**config.mk**
```make
export PLATFORM = sky130hd
export DESIGN_NAME = vram_arbiter
export DESIGN_NICKNAME = d
export VERILOG_FILES = /design/src/rtl/vram_arbiter.sv
export SDC_FILE = /design/constraint.sdc
export NUM_CORES = 1
export LEC_CHECK = 0
export CORE_ASPECT_RATIO = 0.75
export CORE_MARGIN = 2
export CORE_UTILIZATION = 37
export DETAILED_ROUTE_END_ITERATION = 8
export GPL_TIMING_DRIVEN = 0
export PLACE_DENSITY = 0.85
export SYNTH_ARGS = -nofsm -noshare
export SYNTH_HDL_FRONTEND = slang
export SYNTH_SLANG_ARGS = --single-unit
```
**constraint.sdc**
```tcl
create_clock -name clk_i -period 3.6 [get_ports clk_i]
set_input_delay 0.36 -clock clk_i [delete_from_list [all_inputs] [get_ports clk_i]]
set_output_delay 0.36 -clock clk_i [all_outputs]
set_load 0.01 [all_outputs]
```
**src/rtl/vram_arbiter.sv**
```systemverilog
// vram_arbiter
// Shares one single-port video RAM between the display line-fetch path and
// the CPU/host port, all in the pixel clock domain.
//
// Grant policy:
//   - In active video the display path normally wins. A pending CPU request
//     that has been refused STARVE_MAX times in a row is forced through.
//   - During blanking the CPU wins.
//   - Either side wins if the other is not requesting.
// Grants are combinational, so a requester sees its grant in the same cycle.
// The access reaches the memory port one cycle later. Read data returns to
// its owner one cycle after that.
//
// Ports:
//   clk_i, rst_i          pixel clock, async active-high reset
//   blank_i               high outside the active display region
//   disp_req_i/addr_i     display read request and address
//   disp_gnt_o            display request accepted this cycle
//   disp_rvalid_o/rdata_o display read return
//   cpu_req_i/we_i/addr_i/wdata_i  CPU request (write when we_i=1)
//   cpu_gnt_o             CPU request accepted this cycle
//   cpu_rvalid_o/rdata_o  CPU read return
//   mem_en_o/we_o/addr_o/wdata_o   registered VRAM access port
//   mem_rdata_i           VRAM read data, valid the cycle after a read strobe
module vram_arbiter #(
  parameter int AW         = 17,
  parameter int DW         = 16,
  parameter int STARVE_MAX = 8
) (
  input  logic          clk_i,
  input  logic          rst_i,
  input  logic          blank_i,
  input  logic          disp_req_i,
  input  logic [AW-1:0] disp_addr_i,
  output logic          disp_gnt_o,
  output logic          disp_rvalid_o,
  output logic [DW-1:0] disp_rdata_o,
  input  logic          cpu_req_i,
  input  logic          cpu_we_i,
  input  logic [AW-1:0] cpu_addr_i,
  input  logic [DW-1:0] cpu_wdata_i,
  output logic          cpu_gnt_o,
  output logic          cpu_rvalid_o,
  output logic [DW-1:0] cpu_rdata_o,
  output logic          mem_en_o,
  output logic          mem_we_o,
  output logic [AW-1:0] mem_addr_o,
  output logic [DW-1:0] mem_wdata_o,
  input  logic [DW-1:0] mem_rdata_i
);

  localparam int            SW           = $clog2(STARVE_MAX + 1);
  localparam logic [SW-1:0] STARVE_LIMIT = SW'(STARVE_MAX);

  logic [SW-1:0] starve_cnt;
  logic          cpu_win;
  logic          disp_win;

  // Owner tag and read flag for the access currently on the memory port.
  logic          tag_cpu;
  logic          rd_flag;

  // Return stage: which side is receiving read data this cycle.
  logic          ret_cpu;
  logic          ret_disp;
  logic [DW-1:0] cpu_hold;
  logic [DW-1:0] disp_hold;

  // The grant decision is combinational and depends only on current inputs
  // and the registered starve count. Reset forces both grants low, so no
  // access can be launched while reset is held.
  always_comb begin
    cpu_win  = 1'b0;
    disp_win = 1'b0;
    if (!rst_i) begin
      cpu_win  = cpu_req_i && (blank_i || (starve_cnt == STARVE_LIMIT) || !disp_req_i);
      disp_win = disp_req_i && !cpu_win;
    end
  end

  assign cpu_gnt_o  = cpu_win;
  assign disp_gnt_o = disp_win;

  // The starve count measures how many consecutive cycles a pending CPU
  // request has been refused. It saturates at the limit, where the grant
  // logic forces the CPU through.
  always_ff @(posedge clk_i or posedge rst_i) begin
    if (rst_i) begin
      starve_cnt <= '0;
    end else if (cpu_req_i && !cpu_win) begin
      if (starve_cnt != STARVE_LIMIT) begin
        starve_cnt <= starve_cnt + 1'b1;
      end
    end else begin
      starve_cnt <= '0;
    end
  end

  // Memory issue stage. The winning request is registered onto the VRAM
  // port. Idle cycles drop the strobes but keep address and data stable.
  // Display accesses are always reads.
  always_ff @(posedge clk_i or posedge rst_i) begin
    if (rst_i) begin
      mem_en_o    <= 1'b0;
      mem_we_o    <= 1'b0;
      mem_addr_o  <= '0;
      mem_wdata_o <= '0;
      tag_cpu     <= 1'b0;
      rd_flag     <= 1'b0;
    end else if (cpu_win) begin
      mem_en_o    <= 1'b1;
      mem_we_o    <= cpu_we_i;
      mem_addr_o  <= cpu_addr_i;
      mem_wdata_o <= cpu_wdata_i;
      tag_cpu     <= 1'b1;
      rd_flag     <= !cpu_we_i;
    end else if (disp_win) begin
      mem_en_o    <= 1'b1;
      mem_we_o    <= 1'b0;
      mem_addr_o  <= disp_addr_i;
      tag_cpu     <= 1'b0;
      rd_flag     <= 1'b1;
    end else begin
      mem_en_o    <= 1'b0;
      mem_we_o    <= 1'b0;
      rd_flag     <= 1'b0;
    end
  end

  // Return stage. The read flag and owner tag advance one more cycle, which
  // lines them up with the word the VRAM presents. The word is also latched
  // so that rdata holds its last value between pulses.
  always_ff @(posedge clk_i or posedge rst_i) begin
    if (rst_i) begin
      ret_cpu   <= 1'b0;
      ret_disp  <= 1'b0;
      cpu_hold  <= '0;
      disp_hold <= '0;
    end else begin
      ret_cpu  <= rd_flag && tag_cpu;
      ret_disp <= rd_flag && !tag_cpu;
      if (ret_cpu) begin
        cpu_hold <= mem_rdata_i;
      end
      if (ret_disp) begin
        disp_hold <= mem_rdata_i;
      end
    end
  end

  // During the return cycle the word comes straight from the VRAM, which
  // keeps grant-to-data latency at two cycles. At all other times the
  // latched copy is shown.
  assign cpu_rvalid_o  = ret_cpu;
  assign disp_rvalid_o = ret_disp;
  assign cpu_rdata_o   = ret_cpu  ? mem_rdata_i : cpu_hold;
  assign disp_rdata_o  = ret_disp ? mem_rdata_i : disp_hold;

endmodule

```
==> impl_results.md, run 1 <==
- Status: finished, final reports clean
- Post-Synth Simple-Gate Area: 0.0874
- Syn. warnings: 0
- Fillers: 675
- Root buf cell: clkbuf_8
- Largest net degree at the start of global routing: 44
- Yosys top cell by area: dfrtp_1
- Area after DPL: 4680 µm²
- CTS H-Tree Depth: 3
- Num CTS Buffers: 9
- Overall routing resource usage: 0.175
- Initial DRC count: 77
- Crit path largest cell delay: 0.56 ns
- Core Rows: 28
- Largest family of logic cells by synthesized area: multiplexers
- Clk_lat worst skew: 0.34 ns
- Power per standard cell area: 523 nW/µm²
- Worst path cell trace: inv_1 -> ha_1 -> nand4b_1 -> nand3_1 -> clkbuf_1 -> nor2_1 -> clkdlybuf4s50_1
- Final setup viols: 0
- Xor and xnor area share after synthesis: 0.00845
- Antenna violation net count after detailed routing: 0
- Asr flop ratio synth: 1.00
- Final Hold Vio Count: 0
- Placed Cells incl. Taps: 486
- Number of enable flip-flop cells after synthesis: 0
- Final HPWL DP: 5860 µm
- Final WS setup: 0.767 ns
- Clock sink count: 75
- Slew margin rel.: 0.553
- Worst path slowest cell: clkdlybuf4s50_1
- Mux contribution to synthesized area: 0.195
- Resize count post-CTS: 0
- Ports: 143
- Routability cong.: 0.724
- Hold Buf Count CTS: 0
- Final Cycle Share: 0.787
- Setup repair bufs after CTS: 0
- Post-synth top cells: dfrtp_1, nand2_1, mux2_2, o221ai_1, mux2_4
- Design area: 4890 µm²
- Pint: 1860 µW
- Worst Skew: 0.0123 ns
- Port bufs: 142
- Mapped Cells: 238
- Initial core utilization: 0.387
- Seq cells post-synth: 75
- Syn-to-layout area delta: 57.4%
- Critical Path Start Type: register
- DRC violations left: 0
- RSZ-0062 raised after global routing: no
- Synth top area cells: dfrtp_1, mux2_2, mux2_4
- Die span in x: 110 µm
- Drt total wl: 7710 µm
- Maxcap violations: 0
- Post-Syn Nets: 312
- Adder-cell share of the synthesized area: 0.00805
- Layout cells sized above 1: 0.184
- Reg clk slew, reported paths: 0.09 ns
- Tmin final: 2.83 ns
- Die area: 9160 µm²
- Fmax: 353 MHz
- VDD IR max: 262 µV
- Mapped Avg Cell Area: 13.1 µm²
- Antenna cells: 0
- Kind of critical path: register to primary output
- Worst-margin pin slew: 0.669 ns
- Routed vias: 2439
- Clk buf depth: 2
- Slew Limit Fails: 0
- Post-layout util: 0.610
- Seq pwr share: 0.419
- CTS tree: done
- CP Capture Type: primary output
- Vias in the first global route: 2590
- TNS Setup: 0 ns
- Power share of the clock group: 0.263
- Top FF cell, synth: dfrtp_1
- Crit path DAT: 2.47 ns
- Drt wl/cell: 15.4 µm
- DR pass1 iterations: 4
- NetSw: 701 µW
- Nets: 466
- Net Sw Frac: 0.274
- Cell with the most instances after synthesis: dfrtp_1
- First-pass GRT wire length: 12400 µm
- Distinct cells, synth: 28
- Post-Place Setup Slack: 0.839 ns
- Initial antenna violation count: 0
- WP data required: 3.24 ns
- Leak Pwr: 0.00207 µW
- Die Y-Extent: 83.4 µm
- Vias per cell: 4.86
- Max Fanout on Critical Path: 10
- Post-synthesis compound-gate area fraction: 0.0632
- Synth Cell Area: 3110 µm²
- Post-synth top area share: 0.604
- Min-delay worst type: register to register
- Remaining Overflow, GRT: 0
- Core ar.: 8020 µm²
- Register area share after synthesis: 0.604
- Comb pwr share: 0.318
- Post-route insts no fill: 502
worst paths after layout:
kind / start / end / slack, ns / cells after the start
setup / recovery: starve_cnt[0]$_DFFE_PP0P_ / disp_gnt_o / 0.77 / 7
hold / removal: tag_cpu$_DFFE_PP0P_ / disp_rvalid_o$_DFF_PP0_ / 0.45 / 1
setup reg to reg: starve_cnt[0]$_DFFE_PP0P_ / mem_addr_o[0]$_DFFE_PP0P_ / 1.72 / 6
hold reg to reg: tag_cpu$_DFFE_PP0P_ / disp_rvalid_o$_DFF_PP0_ / 0.45 / 1
max in group asynchronous: rst_i / cpu_hold[1]$_DFF_PP0_ / 2.22 / 4
min in group asynchronous: rst_i / mem_addr_o[16]$_DFFE_PP0P_ / 0.79 / 3
kinds of logic (layout without fill, tap and decap cells):
logic type                 Yosys count  count (layout)
and+or+nand+nor                     65              65
AOI/OAI and AO/OA                   23              23
xor gates and xnor gates             3               3
adders and majority gates            2               2
DFF                                 75              75
muxes                               49              49
buffers and inverters               21             180
per-stage QoR:
step	power (µW)	hold slack, ns
2_1_floorplan	1430	0.410
3_3_place_gp	1880	0.442
3_5_place_dp	1910	0.462
4_1_cts	2590	0.462
5_1_grt	2710	0.468
6_report	2560	0.448
registers in the layout, summed over array words and instances, names as in the netlist:
name / flops
mem_addr_o: 17
cpu_hold: 16
disp_hold: 16
mem_wdata_o: 16
starve_cnt: 4
cpu_rvalid_o: 1
disp_rvalid_o: 1
mem_en_o: 1
mem_we_o: 1
rd_flag: 1
tag_cpu: 1
layout make-up:
class                           count  area [µm²]  share of cell area
Inverter                            7        26.3             0.00537
Clock buffer                       10         138              0.0281
Buffer                             14        82.6              0.0169
Tap cell                          105         131              0.0268
Timing Repair Buffer              143        1440               0.295
Clock inverter                      6        71.3              0.0146
Multi-Input combinational cell    142        1130               0.230
Sequential cell                    75        1880               0.384
worst max-delay path, delay by kind of cell, from the launching register on:
family        cells  cell delay, ns
fa+ha+maj         1            0.20
buf+inv           3            0.98
flops             1            0.39
simple gates      3            0.55
per-layer routing:
metal,wire length [µm],track usage,vias to the layer above
li1,-,-,1133
met1,3320,0.219,1197
met2,3570,0.277,100
met3,738,0.0808,9
met4,82,0.0380,0
met5,0,0,-
layout by cell type, fill, tap and decap left out, types with 2 or more instances in the layout:
master,netlist,routed
mux2_2,33,33
nand3_1,2,2
dfrtp_1,75,75
nand2_1,52,52
mux2_4,15,15
ha_1,2,2
clkbuf_1,7,6
buf_6,3,3
clkbuf_8,0,10
o221ai_1,17,17
clkdlybuf4s50_1,0,142
xnor2_1,2,2
inv_1,6,6
buf_2,3,3
o21ai_0,3,3
nor3_1,4,4
inv_6,0,2
clkinvlp_4,0,2
power by group through the flow:
stage               registers [µW]  clock network [µW]  logic, µW
finish                        1070                 673        814
global placement              1080                   0        806
detailed placement            1090                   0        825
floorplan                     1100                   0        322
global route                  1090                 740        873
CTS                           1070                 689        828
Power figures use the tool's default switching activity.
==> run 2: changes to the inputs <==
CORE_UTILIZATION = 41   (was 37)
PLACE_DENSITY = 0.89   (was 0.85)
clock period = 2.8 ns   (was 3.6 ns; I/O delays follow)
==> run 2 against run 1 <==
Cell area grew 0.33%. Worst setup slack lost 0.57 ns. Clock skew shrank 0.0035 ns. Combinational power grew 29%. Critical path depth is the same. Flip-flop and latch count is the same. Via count is essentially flat. Clock-buffer cell count is the same. Total power grew 30%. Final cell count shrank 0.80%. Core utilization grew 6.0 points.
==> impl_results.md, run 2 (synthesis results as in run 1) <==
- Status: finished, final reports clean
- First-pass GRT wire length: 13100 µm
- RSZ-0062 raised after global routing: no
- Comb pwr share: 0.316
- Max Fanout on Critical Path: 10
- CTS tree: done
- Syn-to-layout area delta: 58.0%
- Max reg flops: 17
- Die span in x: 105 µm
- Design area: 4910 µm²
- Met3 Routed Length: 630 µm
- Fmax: 384 MHz
- Core Rows: 27
- WHS Endpoint: disp_rvalid_o$_DFF_PP0_
- Net Sw Frac: 0.265
- Worst-margin pin slew: 0.704 ns
- Min-delay worst type: register to register
- Worst r2r src: starve_cnt[0]$_DFFE_PP0P_
- Power per standard cell area: 679 nW/µm²
- Final Hold Vio Count: 0
- Final HPWL DP: 6130 µm
- CP Capture Type: primary output
- Post-layout util: 0.670
- Min-Delay Path Depth: 1
- Fillers: 573
- Biggest register: mem_addr_o
- Root buf cell: clkbuf_8
- Crit path DAT: 2.32 ns
- Wire length on met2: 3960 µm
- Seq pwr share: 0.415
- DRC violations left: 0
- Area after DPL: 4690 µm²
- Final WS setup: 0.198 ns
- Clk buf depth: 2
- Hold Buf Count CTS: 0
- Die Y-Extent: 79.4 µm
- Maxcap violations: 0
- Pint: 2450 µW
- Antenna cells: 0
- Slew Limit Fails: 0
- Ports: 143
- Reg clk slew, reported paths: 0.08 ns
- Commonest non-fill, non-tap cell in the layout: clkdlybuf4s50_1
- DR top layer: met4
- Die area: 8300 µm²
- Initial antenna violation count: 0
- Critical Path Start Type: register
- NetSw: 883 µW
- Commonest cells after routing, fill and taps aside: clkdlybuf4s50_1, dfrtp_1, nand2_1
- Core ar.: 7330 µm²
- Initial core utilization: 0.424
- Nets: 466
- Vias in the first global route: 2611
- Tmin final: 2.60 ns
- Leak Pwr: 0.00210 µW
- Slew margin rel.: 0.530
- WP data required: 2.52 ns
- Wire length on met1: 3530 µm
- Final Cycle Share: 0.929
- Power share of the clock group: 0.269
- DR pass1 iterations: 4
- Setup repair bufs after CTS: 0
- VDD IR max: 396 µV
- Antenna violation net count after detailed routing: 0
- Routed vias: 2441
- CTS H-Tree Depth: 3
- Initial DRC count: 90
- Final setup viols: 0
- Worst Skew: 0.00878 ns
- Port bufs: 142
- Post-route insts no fill: 498
- Placed Cells incl. Taps: 482
- Largest net degree at the start of global routing: 58
- Routability cong.: 0.754
- R2R Path End: mem_wdata_o[2]$_DFFE_PP0P_
- Vias per cell: 4.90
- Kind of critical path: register to primary output
- Drt wl/cell: 16.4 µm
- Layout cells sized above 1: 0.189
- Num CTS Buffers: 9
- Drt total wl: 8190 µm
- Resize count post-CTS: 1
- Overall routing resource usage: 0.204
- Post-Place Setup Slack: 0.181 ns
- Clock sink count: 75
- R2R setup slack: 0.96 ns
- Clk_lat worst skew: 0.34 ns
- Hold wc startpoint: tag_cpu$_DFFE_PP0P_
- Remaining Overflow, GRT: 0
- R2R depth: 7
==> run 2: critical path: stages, from the launching register on <==
cell	delay (ns)
dfrtp_1	0.38
inv_1	0.08
ha_1	0.22
nand4b_1	0.13
nand3_2	0.22
clkbuf_2	0.28
nor2_1	0.12
clkdlybuf4s50_1	0.55
==> run 2: power groups by stage <==
| stage | Sequential, µW | Combinational [µW] | Clock, µW |
|---|---|---|---|
| 2_1_floorplan | 1420 | 414 | 0 |
| 3_3_place_gp | 1390 | 1030 | 0 |
| 3_5_place_dp | 1400 | 1060 | 0 |
| 4_1_cts | 1380 | 1070 | 919 |
| 5_1_grt | 1410 | 1120 | 972 |
| 6_report | 1380 | 1050 | 897 |
==> run 2: worst max-delay path by stage <==
stage / from / end / slack, ns
2_1_floorplan: rst_i / mem_addr_o[0]$_DFFE_PP0P_ / 0.85
3_3_place_gp: rst_i / mem_addr_o[3]$_DFFE_PP0P_ / -0.17
3_5_place_dp: cpu_req_i / disp_gnt_o / 0.18
4_1_cts: disp_rvalid_o$_DFF_PP0_ / disp_rdata_o[5] / 0.06
5_1_grt: starve_cnt[0]$_DFFE_PP0P_ / disp_gnt_o / 0.06
6_report: starve_cnt[0]$_DFFE_PP0P_ / disp_gnt_o / 0.20
==> run 2: metal layers <==
layer  track usage  up-vias
met5             0        -
met4        0.0500        0
met3        0.0800        8
met2         0.350      102
met1         0.244     1197
li1              -     1134
==> run 2: final cells by class <==
cell class	count	area [µm²]	share of cell area
Buffer	14	85.1	0.0173
Timing Repair Buffer	143	1450	0.295
Clock buffer	10	128	0.0260
Multi-Input combinational cell	142	1130	0.230
Tap cell	101	126	0.0257
Inverter	7	26.3	0.00535
Sequential cell	75	1880	0.382
Clock inverter	6	87.6	0.0178
==> run 2: stage by stage <==
stage               hold slack (ns)  power, µW  TNS [ns]
floorplan                     0.353       1830         0
global placement              0.442       2410     -3.16
finish                        0.458       3330         0
CTS                           0.456       3370         0
detailed placement            0.446       2460         0
global route                  0.465       3500         0
